File: src/rtl/alu_arbiter_if.sv
// Request, shared-ALU and response signals of alu_arbiter.
// The slave modport is the arbiter's view; master is the requester/ALU/consumer side.
interface alu_arbiter_if #(
   parameter int unsigned WIDTH = 4,
   parameter int unsigned CNT_W = 8
);
   logic [1:0]       i_req_valid;
   logic [1:0]       o_req_ready;
   logic [WIDTH-1:0] i_req0_arg0;
   logic [WIDTH-1:0] i_req0_arg1;
   logic [WIDTH-1:0] i_req1_arg0;
   logic [WIDTH-1:0] i_req1_arg1;
   logic [1:0]       i_req0_oper;
   logic [1:0]       i_req1_oper;
   logic [WIDTH-1:0] o_alu_arg0;
   logic [WIDTH-1:0] o_alu_arg1;
   logic [1:0]       o_alu_oper;
   logic [WIDTH-1:0] i_alu_result;
   logic [3:0]       i_alu_flag;
   logic             o_rsp_valid;
   logic             o_rsp_id;
   logic [WIDTH-1:0] o_rsp_result;
   logic [3:0]       o_rsp_flag;
   logic             i_rsp_ready;
   logic             o_busy;
   logic [CNT_W-1:0] o_op_cnt;

   modport slave (
      input  i_req_valid, i_req0_arg0, i_req0_arg1, i_req1_arg0, i_req1_arg1,
      input  i_req0_oper, i_req1_oper, i_alu_result, i_alu_flag, i_rsp_ready,
      output o_req_ready, o_alu_arg0, o_alu_arg1, o_alu_oper,
      output o_rsp_valid, o_rsp_id, o_rsp_result, o_rsp_flag, o_busy, o_op_cnt
   );

   modport master (
      output i_req_valid, i_req0_arg0, i_req0_arg1, i_req1_arg0, i_req1_arg1,
      output i_req0_oper, i_req1_oper, i_alu_result, i_alu_flag, i_rsp_ready,
      input  o_req_ready, o_alu_arg0, o_alu_arg1, o_alu_oper,
      input  o_rsp_valid, o_rsp_id, o_rsp_result, o_rsp_flag, o_busy, o_op_cnt
   );
endinterface

File: src/rtl/alu_arbiter.sv
// Two-requester front end for a shared ALU with a one-cycle registered result.
// Define ALU_ARB_FIXED_PRIO_EN for fixed priority (requester 0 wins) instead of round-robin.
module alu_arbiter #(
   parameter int unsigned WIDTH = 4,
   parameter int unsigned CNT_W = 8
) (
   input logic          i_clk,
   input logic          i_rstn,
   alu_arbiter_if.slave bus
);
   typedef enum logic [1:0] {StIdle, StExec, StCapt, StResp} state_e;

   state_e           state_q, state_d;
   logic             grant_id;
   logic             hs;
   logic             rsp_acc;
   logic [WIDTH-1:0] arg0_q, arg1_q, rsp_result_q;
   logic [1:0]       oper_q;
   logic             id_q;
   logic [3:0]       rsp_flag_q;
   logic [CNT_W-1:0] cnt_q;

`ifdef ALU_ARB_FIXED_PRIO_EN
   assign grant_id = ~bus.i_req_valid[0];
`else
   logic ptr_q, ptr_d;

   // The pointer only matters when both requesters are valid.
   assign grant_id = (bus.i_req_valid == 2'b11) ? ptr_q : bus.i_req_valid[1];
   assign ptr_d    = hs ? ~grant_id : ptr_q;

   always_ff @(posedge i_clk) begin
      if (!i_rstn) begin
         ptr_q <= 1'b0;
      end else begin
         ptr_q <= ptr_d;
      end
   end
`endif

   always_comb begin
      state_d = state_q;
      hs      = 1'b0;
      rsp_acc = 1'b0;
      unique case (state_q)
         StIdle: begin
            if (bus.i_req_valid != 2'b00) begin
               hs      = 1'b1;
               state_d = StExec;
            end
         end
         StExec: state_d = StCapt;
         StCapt: state_d = StResp;
         StResp: begin
            if (bus.i_rsp_ready) begin
               rsp_acc = 1'b1;
               state_d = StIdle;
            end
         end
         default: state_d = StIdle;
      endcase
   end

   always_ff @(posedge i_clk) begin
      if (!i_rstn) begin
         state_q <= StIdle;
      end else begin
         state_q <= state_d;
      end
   end

   always_ff @(posedge i_clk) begin
      if (!i_rstn) begin
         arg0_q       <= '0;
         arg1_q       <= '0;
         oper_q       <= 2'b00;
         id_q         <= 1'b0;
         rsp_result_q <= '0;
         rsp_flag_q   <= 4'h0;
         cnt_q        <= '0;
      end else begin
         if (hs) begin
            id_q   <= grant_id;
            arg0_q <= grant_id ? bus.i_req1_arg0 : bus.i_req0_arg0;
            arg1_q <= grant_id ? bus.i_req1_arg1 : bus.i_req0_arg1;
            oper_q <= grant_id ? bus.i_req1_oper : bus.i_req0_oper;
         end
         if (state_q == StCapt) begin
            rsp_result_q <= bus.i_alu_result;
            rsp_flag_q   <= bus.i_alu_flag;
         end
         if (rsp_acc) begin
            cnt_q <= cnt_q + CNT_W'(1);
         end
      end
   end

   // Ready and busy are forced low while reset is held, whatever the state register holds.
   assign bus.o_req_ready  = (hs && i_rstn) ? (grant_id ? 2'b10 : 2'b01) : 2'b00;
   assign bus.o_busy       = i_rstn && (state_q != StIdle);
   assign bus.o_rsp_valid  = (state_q == StResp);
   assign bus.o_rsp_id     = id_q;
   assign bus.o_rsp_result = rsp_result_q;
   assign bus.o_rsp_flag   = rsp_flag_q;
   assign bus.o_alu_arg0   = arg0_q;
   assign bus.o_alu_arg1   = arg1_q;
   assign bus.o_alu_oper   = oper_q;
   assign bus.o_op_cnt     = cnt_q;
endmodule

File: src/flat_wrapper.sv
// flat-port wrapper written by rule: the top's interface ports become plain ports
module alu_arbiter_flat 
#(
   parameter int unsigned WIDTH = 4,
   parameter int unsigned CNT_W = 8
)
  (i_clk, i_rstn, bus_i_req_valid, bus_i_req0_arg0, bus_i_req0_arg1, bus_i_req1_arg0, bus_i_req1_arg1, bus_i_req0_oper, bus_i_req1_oper, bus_i_alu_result, bus_i_alu_flag, bus_i_rsp_ready, bus_o_req_ready, bus_o_alu_arg0, bus_o_alu_arg1, bus_o_alu_oper, bus_o_rsp_valid, bus_o_rsp_id, bus_o_rsp_result, bus_o_rsp_flag, bus_o_busy, bus_o_op_cnt);
  alu_arbiter_if #(.WIDTH(WIDTH), .CNT_W(CNT_W)) bus_i ();
  input logic i_clk;
  input logic i_rstn;
  input wire logic [$bits(bus_i.i_req_valid)-1:0] bus_i_req_valid;
  input wire logic [$bits(bus_i.i_req0_arg0)-1:0] bus_i_req0_arg0;
  input wire logic [$bits(bus_i.i_req0_arg1)-1:0] bus_i_req0_arg1;
  input wire logic [$bits(bus_i.i_req1_arg0)-1:0] bus_i_req1_arg0;
  input wire logic [$bits(bus_i.i_req1_arg1)-1:0] bus_i_req1_arg1;
  input wire logic [$bits(bus_i.i_req0_oper)-1:0] bus_i_req0_oper;
  input wire logic [$bits(bus_i.i_req1_oper)-1:0] bus_i_req1_oper;
  input wire logic [$bits(bus_i.i_alu_result)-1:0] bus_i_alu_result;
  input wire logic [$bits(bus_i.i_alu_flag)-1:0] bus_i_alu_flag;
  input wire logic [$bits(bus_i.i_rsp_ready)-1:0] bus_i_rsp_ready;
  output wire logic [$bits(bus_i.o_req_ready)-1:0] bus_o_req_ready;
  output wire logic [$bits(bus_i.o_alu_arg0)-1:0] bus_o_alu_arg0;
  output wire logic [$bits(bus_i.o_alu_arg1)-1:0] bus_o_alu_arg1;
  output wire logic [$bits(bus_i.o_alu_oper)-1:0] bus_o_alu_oper;
  output wire logic [$bits(bus_i.o_rsp_valid)-1:0] bus_o_rsp_valid;
  output wire logic [$bits(bus_i.o_rsp_id)-1:0] bus_o_rsp_id;
  output wire logic [$bits(bus_i.o_rsp_result)-1:0] bus_o_rsp_result;
  output wire logic [$bits(bus_i.o_rsp_flag)-1:0] bus_o_rsp_flag;
  output wire logic [$bits(bus_i.o_busy)-1:0] bus_o_busy;
  output wire logic [$bits(bus_i.o_op_cnt)-1:0] bus_o_op_cnt;
  assign bus_i.i_req_valid = bus_i_req_valid;
  assign bus_i.i_req0_arg0 = bus_i_req0_arg0;
  assign bus_i.i_req0_arg1 = bus_i_req0_arg1;
  assign bus_i.i_req1_arg0 = bus_i_req1_arg0;
  assign bus_i.i_req1_arg1 = bus_i_req1_arg1;
  assign bus_i.i_req0_oper = bus_i_req0_oper;
  assign bus_i.i_req1_oper = bus_i_req1_oper;
  assign bus_i.i_alu_result = bus_i_alu_result;
  assign bus_i.i_alu_flag = bus_i_alu_flag;
  assign bus_i.i_rsp_ready = bus_i_rsp_ready;
  assign bus_o_req_ready = bus_i.o_req_ready;
  assign bus_o_alu_arg0 = bus_i.o_alu_arg0;
  assign bus_o_alu_arg1 = bus_i.o_alu_arg1;
  assign bus_o_alu_oper = bus_i.o_alu_oper;
  assign bus_o_rsp_valid = bus_i.o_rsp_valid;
  assign bus_o_rsp_id = bus_i.o_rsp_id;
  assign bus_o_rsp_result = bus_i.o_rsp_result;
  assign bus_o_rsp_flag = bus_i.o_rsp_flag;
  assign bus_o_busy = bus_i.o_busy;
  assign bus_o_op_cnt = bus_i.o_op_cnt;
  alu_arbiter #(.WIDTH(WIDTH), .CNT_W(CNT_W)) u_core (.i_clk(i_clk), .i_rstn(i_rstn), .bus(bus_i));
endmodule
File: config.mk
export PLATFORM = sky130hd
export DESIGN_NAME = alu_arbiter_flat
export DESIGN_NICKNAME = d
export VERILOG_FILES = /design/src/rtl/alu_arbiter_if.sv /design/src/rtl/alu_arbiter.sv /design/src/flat_wrapper.sv
export SDC_FILE = /design/constraint.sdc
export NUM_CORES = 1
export LEC_CHECK = 0
export CAP_MARGIN = 25
export CORE_ASPECT_RATIO = 1.1
export CORE_MARGIN = 5
export CORE_UTILIZATION = 36
export DETAILED_ROUTE_END_ITERATION = 7
export PLACE_DENSITY_LB_ADDON = 0.1
export REMOVE_ABC_BUFFERS = 1
export SLEW_MARGIN = 20
export SYNTH_ARGS = -nofsm -noshare
export SYNTH_HDL_FRONTEND = slang
export SYNTH_SLANG_ARGS = --single-unit
File: constraint.sdc
create_clock -name i_clk -period 1.35 [get_ports i_clk]
set_input_delay 0.2025 -clock i_clk [delete_from_list [all_inputs] [get_ports i_clk]]
set_output_delay 0.2025 -clock i_clk [all_outputs]
set_load 0.02 [all_outputs]
**After elaboration in Yosys (flattened, before gate mapping)**

Cells that the tools add are included.

- Output and inout port bits: 31
- Register bits after elaboration: 30
- Word-level logic and storage cells: 36

- Add/sub/neg operators: 1
- Bitwise gates (word level): 1
- Muxes and demuxes: 13
- Eq/ne operators: 6
- Reductions and logical operators: 6

Operators by type and width:

| operator | count |
|---|---|
| 2-bit two-way mux | 5 |
| 8-bit by 1-bit adder with 8-bit output, second input constant | 1 |
| 4-bit two-way mux | 2 |
| 2-bit case mux with 4 select lines | 1 |
| 2-bit == test, second input constant | 3 |
| 1-bit two-way mux | 5 |
| 2-bit nonzero test | 2 |
| 2-bit by 1-bit == test with 1-bit output, second input constant | 1 |
| 1-bit logical AND | 2 |
| 2-bit zero test | 1 |
| 2-bit by 1-bit inequality test with 1-bit output, second input constant | 1 |
| 2-bit inequality test, second input constant | 1 |
| 2-bit AND reduction | 1 |
| 1-bit NOT | 1 |

**Depth between registers and ports, before layout**

Gate-level depths: netlist (run 1).

- Depth in word-level cells: 5
- Mapped depth: 6

**Worst setup path before layout (run 1)**

OpenSTA, ideal clock, no wires.

- Path type: register to output
- Start: register u_core.state_q[0]
- End: output bus_o_req_ready[1]
- Arrival time: 1.574 ns
- Required time: 1.148 ns
- Slack: -0.427 ns
- Stages on the path, launching flop included: 7
- Buffers on the path: 1
- Path through: dfxtp_1 inv_1 ha_1 o21a_1 clkbuf_1 nand2_1 nor3_1

- Word-level cells in the longest chain between the ends: 4

Ends and longest elaborated chain:

| what | line | RTL |
|---|---|---|
| start, declared | alu_arbiter.sv:13 | `state_e state_q, state_d;` |
| start signal, assigned | alu_arbiter.sv:66 | `state_q <= StIdle;` |
| start signal, assigned | alu_arbiter.sv:68 | `state_q <= state_d;` |
| 2-bit zero test | alu_arbiter.sv:45 | `unique case (state_q)` |
| 1-bit two-way mux | alu_arbiter.sv:45 |  |
| 1-bit logical AND | alu_arbiter.sv:99 | `assign bus.o_req_ready = (hs && i_rstn) ? (grant_id ? 2'b10 : 2'b01) : 2'b00;` |
| 2-bit two-way mux | alu_arbiter.sv:99 |  |
| end, declared | flat_wrapper.sv:21 | `output wire logic [$bits(bus_i.o_req_ready)-1:0] bus_o_req_ready;` |

No other way between the ends.

**Worst setup path in the final report (run 1)**

- Start: register u_core.state_q[1]
- End: output bus_o_req_ready[1]

The elaborated chain is that of the path after synthesis.

==> results of run 1 <==
[registers in the layout, summed over array words and instances, names as in the netlist]
register,count
u_core.bus.o_rsp_flag,4
u_core.ptr_q,1
u_core.bus.o_alu_arg1,4
u_core.bus.o_alu_arg0,4
u_core.bus.o_op_cnt,8
u_core.bus.o_rsp_result,4
u_core.state_q,2
u_core.bus.o_alu_oper,2
u_core.bus.o_rsp_id,1
[area by class of cell]
class                           instances  area (um^2)
Clock buffer                            7         86.3
Tap cell                               50         62.6
Multi-Input combinational cell        112          852
Sequential cell                        30          603
Timing Repair Buffer                   93          851
Inverter                                6         22.5
Fill cell                             342         1170
Clock inverter                          1         5.00
[final timing paths]
path / from / end / depth (start not counted)
hold reg to reg: u_core.bus.o_rsp_flag[2]$_SDFFE_PN0N_ / u_core.bus.o_rsp_flag[2]$_SDFFE_PN0N_ / 2
hold / removal: u_core.bus.o_rsp_flag[2]$_SDFFE_PN0N_ / u_core.bus.o_rsp_flag[2]$_SDFFE_PN0N_ / 2
setup reg to reg: u_core.state_q[1]$_SDFFE_PN0P_ / u_core.state_q[0]$_SDFFE_PN0P_ / 7
setup / recovery: u_core.state_q[1]$_SDFFE_PN0P_ / bus_o_req_ready[1] / 6
[power breakdown]
| part | leakage, nW | switching (mW) | internal [mW] | total [mW] |
|---|---|---|---|---|
| clock | 0.0482 | 0.321 | 0.410 | 0.731 |
| combinational | 0.754 | 1.10 | 1.09 | 2.19 |
| sequential | 0.246 | 0.121 | 1.12 | 1.24 |
[cell usage after synthesis, drive strengths merged]
| master | n |
|---|---|
| a21oi | 10 |
| nor2 | 13 |
| nor3 | 2 |
| mux2i | 8 |
| nand2b | 1 |
| nor2b | 2 |
| nand2 | 4 |
| nor4 | 1 |
| or3b | 1 |
| or3 | 3 |
| ha | 5 |
| or2b | 1 |
| nor3b | 1 |
| dfxtp | 30 |
| a31oi | 10 |
| or4 | 2 |
| buf | 3 |
| o21ai | 25 |
| o21a | 1 |
| xor2 | 2 |
| o31ai | 2 |
| nand4 | 3 |
| clkbuf | 7 |
| inv | 6 |
| nand3b | 11 |
| nand3 | 4 |
[logic make-up after synthesis]
family | synth area share
flops | 0.440
mux | 0.0586
buf+inv | 0.0449
xor+xnor | 0.0128
fa+ha+maj | 0.0458
simple gates | 0.208
compound gates | 0.190
[metal layers]
| metal | vias up | wire [um] |
|---|---|---|
| met5 | - | 0 |
| met4 | 0 | 51 |
| met3 | 4 | 260 |
| li1 | 742 | - |
| met2 | 54 | 2430 |
| met1 | 728 | 1920 |
[worst max-delay path, cell delays in order (launching register included)]
cell and delay, ns:
dfxtp_2 0.33, inv_2 0.08, ha_4 0.13, o21a_1 0.15
nand2_2 0.07, nor3_2 0.11, buf_4 0.16
[metrics by stage]
stage                     total power [mW]  utilization  TNS [ns]  cells  hold WS (ns)
after floorplan                       2.13            -     -1.51    148         0.341
after global placement                3.02        0.602     -4.23    283         0.461
after detailed placement              3.09        0.602     -5.37    283         0.471
after CTS                             4.02        0.657     -1.13    298         0.480
after global routing                  4.43        0.679     -1.64    299         0.500
final                                 4.16        0.679    -0.880    299         0.488
[what timing repair did]
item / 4_1_cts / 5_1_grt
gates resized for setup: 74 / 17
pin swaps: 10 / 15
setup buffers: 8 / 4
setup endpoints to repair: 38 / 26
==> impl_results.md, run 1 <==
- Placeable Area: 0.00365 mm^2
- 1st-iter DRT viols: 79
- Diode count: 0
- DP HPWL: 3.20 mm
- First-pass iteration count of the detailed router: 4
- Sink Count: 30
- Yosys reg bits: 30
- # H-tree levels: 2
- Wire length per cell: 15.6 um
- Critical path startpoint category: flip-flop
- Setup ws final: -0.159 ns
- Setup WS pre-CTS: -0.631 ns
- Pin count of the biggest net entering global routing: 24
- CTS buffer count: 5
- Max FO, Critical Path: 2
- MaxCap Viol Count: 0
- Antenna Violating Nets Remaining: 0
- Area after DPL: 0.00220 mm^2
- Worst slew margin: 0.816
- DRC viols: 0
- Clock period minus worst slack: 1.51 ns
- Clock-pin slew on the worst setup and hold paths: 0.06 ns
- Pwr/cell area: 1680 mW/mm^2
- CTS tree: done
- Global-route wire length before repair: 7.11 mm
- Met1 Use GR: 0.206
- P_leak: 1.05 nW
- Initial Util: 0.374
- Worst Skew: 0.00557 ns
- Most Crowded Layer GR: met2
- Routed vias: 1528
- CTS hold repair buffers: 0
- Initial antenna violation count: 0
- Clk buf depth: 2
- R2R Setup Slk: -0.14 ns
- Slew Limit Fails: 0
- Nets: 286
- Worst slew pin tran: 0.274 ns
- Largest cells by area after synthesis: dfxtp_1, o21ai_0, nand3b_1
- Share of cells above drive strength 1: 0.277
- WS Path Type: reg2out
- Leading area contributor after synthesis: dfxtp_1
- Top cell type's share of synthesized area: 0.440
- Hold WC Path Type: reg2reg
- Chip Height: 74.6 um
- PortBufs: 63
- Worst VDD drop: 0.00103 V
- Worst skew pair latency: 0.27 ns
- Grt ovf: 0
- Routability cong.: 0.720
- CP required: 1.15 ns
- Met2 Use GR: 0.340
- Fmax achieved: 663 MHz
- Critical Path End Type: output port
- Commonest non-fill, non-tap cell in the layout: clkdlybuf4s50_1
- Register area share after synthesis: 0.440
- Mean Syn Cell Area: 8.65 um^2
- Netlist Area Pre-Place: 0.00137 mm^2
- Vias in the first global route: 1608
- Synth unique cells: 28
- Vias/cell: 5.11
- Synthesis Warnings: 0
- Mapped Cells: 158
- Num ports: 64
- GR Util met3: 0.0418
- Die ar.: 0.00513 mm^2
- Worst Path Arrival: 1.31 ns
- # setup viols final: 11
- Overall routing resource usage: 0.184
- Failing checks: setup timing
- Final worst-path cycle share: 1.12
- Area growth from synthesis to layout: 81.7%
- Most frequent cells in the layout: clkdlybuf4s50_1, dfxtp_1, dlygate4sd2_1
- Std cell rows: 23
- Root buffer cell: clkbuf_8
- Hold Vio Cnt, Final: 0
- RSZ-0062 raised after global routing: yes
- Status: complete, but fails checks
- Post-Route WL: 4.65 mm
- Die width: 68.7 um
- Fin area: 0.00248 mm^2
No activity file was read; power rests on OpenSTA's default activity.
==> run 2, diff against run 1 <==
CORE_UTILIZATION = 55   (was 36)
DONT_BUFFER_PORTS = 1   (was not set)
==> run 2 against run 1 <==
Effect of this change: the flow still finishes with violations (setup timing); sequential share of layout area rose by 9.9 points; clock skew about the same; worst setup slack worse by 0.10 ns; total power decreased by 9.9%; sequential power increased by 20%; sequential cell count unchanged; wire length fell by 26%; clock power rose by 30%; global-route usage rose by 1.3 points; final cell count down 29%; register-to-register slack got worse by 0.02 ns; largest cell class unchanged; largest power group is now sequential cells.
==> impl_results.md, run 2 (synthesis results as in run 1) <==
- Setup ws final: -0.259 ns (-0.100 ns)
- R2R Setup Slk: -0.16 ns (-0.02 ns)
- Wire length per cell: 16.2 um (+4.2%)
- PortBufs: 0 (-100%)
- # setup viols final: 18 (+7)
- First-pass iteration count of the detailed router: 4 (unchanged)
- Comb power frac: 0.350 (-0.177)
- DRC viols: 0 (unchanged)
- Hold WS: 0.0185 ns (-0.470 ns)
- Std cell rows: 19 (-17%)
- Pin count of the biggest net entering global routing: 22 (-8.3%)
- Psw: 1.34 mW (-14%)
- Fmax achieved: 622 MHz (-6.2%)
- Switching Share: 0.356 (-0.0151)
- Most frequent cells in the layout: dfxtp_1, buf_4, o21ai_0
- Hold WC Path Type: in2reg
- CTS tree: done
- Final worst-path cycle share: 1.19 (+0.0742)
- Status: complete, but fails checks
- Critical Path End Type: output port
- Routed vias: 1252 (-18%)
- Worst slew pin tran: 0.353 ns (+0.0792 ns)
- Hold Path Depth: 2 (unchanged)
- Utilization after layout: 0.719 (+0.0403)
- Slew Limit Fails: 0 (unchanged)
- Failing checks: setup timing
- # H-tree levels: 2 (unchanged)
- Clk pwr share: 0.253 (+0.077)
- Clk buf depth: 2 (unchanged)
- Chip Height: 62.3 um (-17%)
- Clock period minus worst slack: 1.61 ns (+0.100 ns)
- CTS buffer count: 5 (unchanged)
- Worst Path Arrival: 1.41 ns (+0.10 ns)
- Initial antenna violation count: 0 (unchanged)
- Hold Vio Cnt, Final: 0 (unchanged)
- Grt ovf: 0 (unchanged)
- Worst skew pair latency: 0.33 ns (+0.06 ns)
- Sequential power share: 0.397 (+0.100)
- Nets: 219 (-23%)
- DP HPWL: 2.44 mm (-24%)
- Root buffer cell: clkbuf_4
- Antenna Violating Nets Remaining: 0 (unchanged)
- Hold Crit Start: bus_i_alu_flag[3]
- MaxCap Viol Count: 0 (unchanged)
- Sink Count: 30 (unchanged)
- RSZ-0062 raised after global routing: yes
- RR Endpoint: u_core.state_q[0]$_SDFFE_PN0P_
- Worst VDD drop: 0.00149 V (+45%)
- Critical R2R Launch: u_core.state_q[1]$_SDFFE_PN0P_
- Hold Path End: u_core.bus.o_rsp_flag[3]$_SDFFE_PN0N_
- Routability cong.: 0.733 (+1.8%)
- Clock-pin slew on the worst setup and hold paths: 0.10 ns (+0.04 ns)
- Area after DPL: 0.00152 mm^2 (-31%)
- Vias/cell: 5.88 (+15%)
- P_leak: 0.666 nW (-36%)
- Die ar.: 0.00358 mm^2 (-30%)
- CP required: 1.15 ns (about the same)
- Worst slew margin: 0.764 (-0.0515)
- Num ports: 64 (unchanged)
- Fin area: 0.00176 mm^2 (-29%)
- Vias in the first global route: 1257 (-22%)
- Diode count: 0 (unchanged)
- Power Internal: 2.42 mW (-7.7%)
- Critical path startpoint category: flip-flop
- Global-route wire length before repair: 5.63 mm (-21%)
- Area growth from synthesis to layout: 28.9%
- WS Path Type: reg2out
- Share of cells above drive strength 1: 0.286 (+0.00861)
- Die width: 57.5 um (-16%)
- 1st-iter DRT viols: 57 (-28%)
- Max reg flops: 8 (unchanged)
- Placeable Area: 0.00245 mm^2 (-33%)
- Commonest non-fill, non-tap cell in the layout: dfxtp_1
- Worst Skew: 0.00573 ns (+0.000161 ns)
- Max FO, Critical Path: 3 (+1)
- R2r worst-path depth: 7 (unchanged)
- Overall routing resource usage: 0.197 (+0.0130)
- Post-Route WL: 3.45 mm (-26%)
- Pwr/cell area: 2130 mW/mm^2 (+27%)
- Initial Util: 0.558 (+0.184)
==> run 2: layout make-up <==
| cell class | instances | area [um^2] |
|---|---|---|
| clock buffer | 6 | 51.3 |
| clock inverter | 2 | 60.1 |
| fill | 200 | 687 |
| inverter | 6 | 22.5 |
| multi-input combinational | 112 | 768 |
| sequential | 30 | 603 |
| tap | 31 | 38.8 |
| timing repair buffer | 26 | 218 |
==> run 2: critical path, cell delays in order, from the launching register on <==
cell and delay [ns]:
dfxtp_2 0.35, inv_2 0.08, ha_4 0.14, o21a_1 0.15
nand2_2 0.08, nor3_2 0.10, buf_4 0.16
==> run 2: power groups by stage <==
stage	clock (mW)	sequential [mW]	combinational (mW)
after floorplan	0	1.46	0.673
after global placement	0	1.48	0.932
after detailed placement	0	1.49	0.988
after CTS	0.970	1.48	1.13
after global routing	1.02	1.52	1.45
final	0.949	1.49	1.31
==> run 2: stage by stage <==
step | total power, mW | instances | setup TNS, ns | worst slack [ns]
CTS | 3.58 | 211 | -1.62 | -0.294
global route | 3.99 | 213 | -3.67 | -0.352
detailed placement | 2.48 | 199 | -0.339 | -0.0884
global placement | 2.42 | 199 | -0.0122 | -0.00829
finish | 3.75 | 213 | -1.61 | -0.259
floorplan | 2.13 | 148 | -1.51 | -0.476
==> run 2: how the worst max path moves through the flow <==
stage	from	to	slack [ns]	cells past startpoint
after detailed placement	u_core.state_q[0]$_SDFFE_PN0P_	u_core.state_q[0]$_SDFFE_PN0P_	-0.09	5
after CTS	u_core.state_q[1]$_SDFFE_PN0P_	bus_o_req_ready[1]	-0.29	6
after global placement	u_core.state_q[1]$_SDFFE_PN0P_	u_core.bus.o_op_cnt[7]$_SDFFE_PN0P_	-0.008	4
final	u_core.state_q[0]$_SDFFE_PN0P_	bus_o_req_ready[1]	-0.26	6
after global routing	u_core.state_q[0]$_SDFFE_PN0P_	bus_o_req_ready[1]	-0.35	6
after floorplan	u_core.state_q[0]$_SDFFE_PN0P_	bus_o_req_ready[1]	-0.48	5
==> run 2: routing by layer <==
layer  wire length, um  part of all wire  up-vias  track usage
met5                 0                 0        -            0
met4                47             0.014        0       0.0667
met3               366              0.11        6       0.0994
met2              1800              0.52       48        0.353
met1              1240              0.36      580        0.190
li1                  -                 -      618            -
==> run 2: what timing repair did <==
| action | in CTS | in global routing |
|---|---|---|
| resized for setup | 11 | 20 |
| pin swaps | 5 | 7 |
| buffers inserted | 3 | 2 |
| hold buffers | 1 | 0 |
| endpoints found under the hold margin | 10 | 0 |
| endpoints found under the setup margin | 21 | 23 |
==> run 3, diff against run 2 <==
CAP_MARGIN = not set   (was 25)
HOLD_SLACK_MARGIN = 0.1   (was not set)
==> run 3 against run 2 <==
Effect of this change: the run still ends with setup timing left; maximum frequency decreased by 7.5%; count of clock-buffer cells in the layout stayed put; clock power increased by 2%; global-route usage grew 3.9 points.
==> impl_results.md, run 3 (synthesis results as in run 1) <==
- Status: complete, but fails checks
- Failing checks: setup timing
- Dpl cells: 199 (unchanged)
- Critical Path End Type: output port
- Clk buf depth: 2 (unchanged)
- Routed vias: 1452 (+16%)
- Sink Count: 30 (unchanged)
- Nets: 253 (+16%)
- Wire length per cell: 18.9 um (+17%)
- Initial antenna violation count: 0 (unchanged)
- Routability cong.: 0.733 (unchanged)
- Pwr/cell area: 1880 mW/mm^2 (-12%)
- Area growth from synthesis to layout: 57.1%
- Num ports: 64 (unchanged)
- Die width: 57.5 um (unchanged)
- Critical path launch point: u_core.state_q[0]$_SDFFE_PN0P_
- Worst Path Arrival: 1.54 ns (+0.13 ns)
- PortBufs: 0 (unchanged)
- Design Power: 4.03 mW (+7.3%)
- 1st-iter DRT viols: 104 (+82%)
- Hold Vio Cnt, Final: 0 (unchanged)
- Share of cells above drive strength 1: 0.255 (-0.0311)
- Worst VDD drop: 0.00159 V (+6.4%)
- Slew Limit Fails: 0 (unchanged)
- Psw: 1.49 mW (+11%)
- Worst Skew: 0.00834 ns (+0.00261 ns)
- Root buffer cell: clkbuf_4
- DP HPWL: 2.44 mm (unchanged)
- First-pass iteration count of the detailed router: 4 (unchanged)
- Comb power frac: 0.386 (+0.036)
- Post-Route WL: 4.67 mm (+35%)
- P_leak: 0.834 nW (+25%)
- MaxCap Viol Count: 0 (unchanged)
- Setup WS pre-CTS: -0.0884 ns (unchanged)
- # H-tree levels: 2 (unchanged)
- R2R Setup Slk: -0.26 ns (-0.10 ns)
- Finished Layout Cells: 247 (+16%)
- DRC viols: 0 (unchanged)
- Critical path startpoint category: flip-flop
- Max stage delay on crit path: 0.36 ns (about the same)
- Worst slew margin: 0.694 (-0.0707)
- Critical path's slowest cell: dfxtp_2
- RSZ-0062 raised after global routing: yes
- Delay-heaviest family, CP: flip-flops
- Chip Height: 62.3 um (unchanged)
- Hold WS: 0.137 ns (+0.118 ns)
- Grt ovf: 0 (unchanged)
- CP cell instances: inv_2, ha_4, o21a_1, nand2_2, nor3_2, buf_4
- Power Internal: 2.54 mW (+5.0%)
- Max FO, Critical Path: 3 (unchanged)
- Setup ws final: -0.389 ns (-0.130 ns)
- Die ar.: 0.00358 mm^2 (unchanged)
- Worst skew pair latency: 0.35 ns (+0.02 ns)
- Placeable Area: 0.00245 mm^2 (unchanged)
- # setup viols final: 24 (+6)
- Hold WC Path Type: in2reg
- Hold Crit Start: bus_i_req_valid[0]
- Pin count of the biggest net entering global routing: 22 (unchanged)
- Commonest non-fill, non-tap cell in the layout: dlygate4sd3_1
- Switching Share: 0.370 (+0.0137)
- Critical R2R Launch: u_core.state_q[1]$_SDFFE_PN0P_
- Std cell rows: 19 (unchanged)
- Most frequent cells in the layout: dlygate4sd3_1, dfxtp_1, o21ai_0, buf_4, nor2_1
- CTS tree: done
- RR Endpoint: u_core.bus.o_op_cnt[7]$_SDFFE_PN0P_
- Sequential power share: 0.374 (-0.023)
- Clock-pin slew on the worst setup and hold paths: 0.10 ns (about the same)
- Initial Util: 0.558 (unchanged)
- Vias in the first global route: 1420 (+13%)
- Worst slew pin tran: 0.458 ns (+0.105 ns)
- CP required: 1.15 ns (about the same)
- WS Path Type: reg2out
- Global-route wire length before repair: 6.69 mm (+19%)
- Hold Path End: u_core.state_q[1]$_SDFFE_PN0P_
- R2r worst-path depth: 7 (unchanged)
- Antenna Violating Nets Remaining: 0 (unchanged)
- Clk pwr share: 0.240 (-0.013)
- CTS buffer count: 5 (unchanged)
- Vias/cell: 5.88 (about the same)
- Hold Path Depth: 3 (+1)
- Clock period minus worst slack: 1.74 ns (+0.130 ns)
- Max reg flops: 8 (unchanged)
- Buffers plus inverters on the worst setup path: 2 (unchanged)
- Final worst-path cycle share: 1.29 (+0.0962)
- Fmax achieved: 575 MHz (-7.5%)
- Diode count: 0 (unchanged)
- Overall routing resource usage: 0.236 (+0.0390)
## run 3: tightest hold or removal path: cells and delay by family
| family | cells | cell delay, ns |
|---|---|---|
| AOI/OAI and AO/OA | 2 | 0.20 |
| and+or+nand+nor | 1 | 0.05 |
## run 3: power by group through the flow
stage / Clock, mW / Sequential (mW) / Combinational, mW
global placement: 0 / 1.48 / 0.932
floorplan: 0 / 1.46 / 0.673
detailed placement: 0 / 1.49 / 0.988
CTS: 0.970 / 1.48 / 1.20
global route: 1.03 / 1.53 / 1.68
finish: 0.967 / 1.50 / 1.55
## run 3: timing repair
action,in CTS,in global routing
endpoints found under the hold margin,21,2
setup buffers,3,5
resized for setup,11,26
hold buffers,31,1
setup endpoints to repair,21,28
pin swaps,5,11
## run 3: how the worst max path moves through the flow
stage	slack (ns)	cells past startpoint	end
global placement	-0.008	4	u_core.bus.o_op_cnt[7]$_SDFFE_PN0P_
global route	-0.44	6	bus_o_req_ready[1]
floorplan	-0.48	5	bus_o_req_ready[1]
detailed placement	-0.09	5	u_core.state_q[0]$_SDFFE_PN0P_
finish	-0.39	6	bus_o_req_ready[1]
CTS	-0.29	6	bus_o_req_ready[1]
## run 3: layout make-up
class | instances | area (um^2)
clock buffer | 6 | 51.3
fill | 129 | 303
clock inverter | 2 | 60.1
sequential | 30 | 603
timing repair buffer | 60 | 566
tap | 31 | 38.8
multi-input combinational | 112 | 805
inverter | 6 | 22.5
## run 3: stage by stage
step,setup TNS [ns],instance area (um^2),utilization
2_1_floorplan,-1.51,1330,-
3_3_place_gp,-0.0122,1520,0.619
3_5_place_dp,-0.339,1520,0.619
4_1_cts,-1.62,1990,0.812
5_1_grt,-4.94,2150,0.876
6_report,-3.35,2150,0.876
## run 3: metal layers
layer,routed length [um],vias up,part of all wire,track usage
li1,-,685,-,-
met1,1710,707,0.37,0.251
met2,2560,52,0.55,0.429
met3,297,8,0.064,0.0849
met4,97,0,0.021,0.0609
met5,0,-,0,0
==> RTL edit: new RTL, flow settings as in run 3 <==
The 4 states of `state_e` get a one-hot encoding in 4 bits.
--- a/src/rtl/alu_arbiter.sv
+++ b/src/rtl/alu_arbiter.sv
@@ -8,7 +8,7 @@
    input logic          i_rstn,
    alu_arbiter_if.slave bus
 );
-   typedef enum logic [1:0] {StIdle, StExec, StCapt, StResp} state_e;
+   typedef enum logic [3:0] {StIdle = 4'b0001, StExec = 4'b0010, StCapt = 4'b0100, StResp = 4'b1000} state_e;
 
    state_e           state_q, state_d;
    logic             grant_id;
Behaviour: no difference found for any inputs over 10 cycles, from zero or initial values and one cycle with i_rstn low; not proved beyond that.
==> RTL edit against run 3 <==
- the flow still finishes with violations (setup timing)
- sequential cell count rose by 2
- sequential share of layout area down 0.32 points
- final area grew 8.7%
- area after synthesis rose by 3.4%
- routed wire length increased by 47%
- critical path depth is 1 lower
- utilization is 6.7 points higher
- worst setup slack worse by 140 ps
Power is not compared: it rests on default switching activity, and its combinational part moved more than twofold at a synthesized area within 25%.
==> RTL edit: results (changes against run 3) <==
- Placer congestion estimate: 0.714 (was 0.733)
- DP Area: 0.00158 mm2 (was 0.00152 mm2)
- Failing checks: setup timing (unchanged)
- Largest net degree at the start of global routing: 16 (was 22)
- Sequential area share after synthesis: 0.453 (was 0.440)
- Placed cells: 200 (was 199)
- Vias in the first global route: 1,604 (was 1,420)
- 1st-iter DRT viols: 197 (was 104)
- DRT Wirelength: 6850 um (was 4670 um)
- Min-delay src: i_rstn (was bus_i_req_valid[0])
- Run status: finished with violations (unchanged)
- HPWL Detailed: 2430 um (was 2440 um)
- Vias per inst: 6.86 (was 5.88)
- Clock Skew: 12.8 ps (was 8.34 ps)
- Layout cells sized above 1: 0.400 (was 0.255)
- R2r endpoint: u_core.bus.o_op_cnt[3] (was u_core.bus.o_op_cnt[7])
- Largest fanout on the critical path: 9 (was 3)
- Post-route worst setup slack: -533 ps (was -389 ps)
- Mapped Cells: 156 (was 158)
- Top cells by count, synth: 32 x dfxtp_1, 20 x nand2_1, 15 x a21oi_1 (was 30 x dfxtp_1, 25 x o21ai_0, 13 x nor2_1)
- Most area-consuming cells after synthesis: dfxtp_1 45%, a221o_1 5.7%, o211a_1 5.7% (was dfxtp_1 44%, o21ai_0 9.2%, nand3b_1 6.0%)
- Reg-to-reg critical path startpoint: u_core.state_q[2] (was u_core.state_q[1])
- Final setup vio count: 36 (was 24)
- Critical Path AT: 1680 ps (was 1540 ps)
- Post-synth cell types: 34 (was 28)
- Met2 Track Usage GR: 0.485 (was 0.429)
- Detailed-route via count: 1,722 (was 1,452)
- Total GRT Usage: 0.262 (was 0.236)
- R2R depth: 4 (was 7)
- Relative slew slack: 0.619 (was 0.694)
- Hold Path Sink: u_core.bus.o_alu_arg1[1] (was u_core.state_q[1])
==> RTL edit: cell count changes after synthesis, sizes merged, moves of 3 or more <==
cell,delta
o21ai,-18
a221o,+8
nand3b,-11
mux2i,-7
a21oi,+5
ha,-4
o211a,+8
or4b,+3
inv,+6
nand2,+16
a31oi,-10
nor2,-11
==> RTL edit: power by group <==
part / total, mW / internal, mW / switching (mW) / leakage (nW)
Clock: 0.636 / 0.255 / 0.381 / 0.0315
Combinational: 0.501 / 0.252 / 0.249 / 0.694
Sequential: 1.11 / 1.01 / 0.108 / 0.262
==> RTL edit: metal layers <==
layer,vias up,wire (um)
li1,702,-
met1,802,2160
met2,171,3490
met3,47,699
met4,0,496
met5,-,0
==> RTL edit: how the worst max path moves through the flow <==
| stage | from | endpoint | slack (ps) | depth (start not counted) |
|---|---|---|---|---|
| after floorplan | u_core.state_q[3] | u_core.bus.o_op_cnt[5] | -430 | 3 |
| after global placement | u_core.state_q[0] | u_core.bus.o_op_cnt[6] | -320 | 4 |
| after detailed placement | u_core.state_q[0] | u_core.bus.o_op_cnt[6] | -370 | 4 |
| after CTS | u_core.state_q[3] | bus_o_req_ready[0] | -420 | 5 |
| after global routing | u_core.state_q[3] | bus_o_req_ready[1] | -570 | 5 |
| final | u_core.state_q[3] | bus_o_req_ready[1] | -530 | 5 |
==> RTL edit: cells by family (layout without fill, tap and decap cells) <==
kind of cell / after synthesis / count (layout) / synth area share
compound gates: 48 / 48 / 0.248
fa+ha+maj: 1 / 1 / 0.00886
buf+inv: 24 / 88 / 0.0770
flops: 32 / 32 / 0.453
mux: 1 / 1 / 0.00709
simple gates: 50 / 50 / 0.205
==> RTL edit: stage by stage <==
step | utilization | total power, mW
global placement | 0.641 | 1.37
detailed placement | 0.641 | 1.38
floorplan | - | 1.27
global route | 0.943 | 2.30
CTS | 0.879 | 2.14
finish | 0.943 | 2.25
==> RTL edit: layout make-up <==
class                   count  area [um2]
clock buffers               7        55.1
clock inverters             1        7.51
fillers                    71         140
inverters                  13        52.6
multi-input cells         100         856
flip-flops and latches     32         648
well taps                  31        38.8
repair buffers             67         674
==> RTL edit: worst max-delay path, cell delays in order, from the launching register on <==
cell and delay, ps:
dfxtp_2 350, buf_6 120, buf_6 110, nor4b_4 290, nand4_1 230, clkinv_2 230
==> RTL edit: timing repair <==
action	4_1_cts	5_1_grt
endpoints found under the hold margin	24	0
setup buffers	8	6
cloned	2	0
resized for setup	34	40
setup endpoints to repair	34	36
pin swaps	5	16
hold buffers	31	0
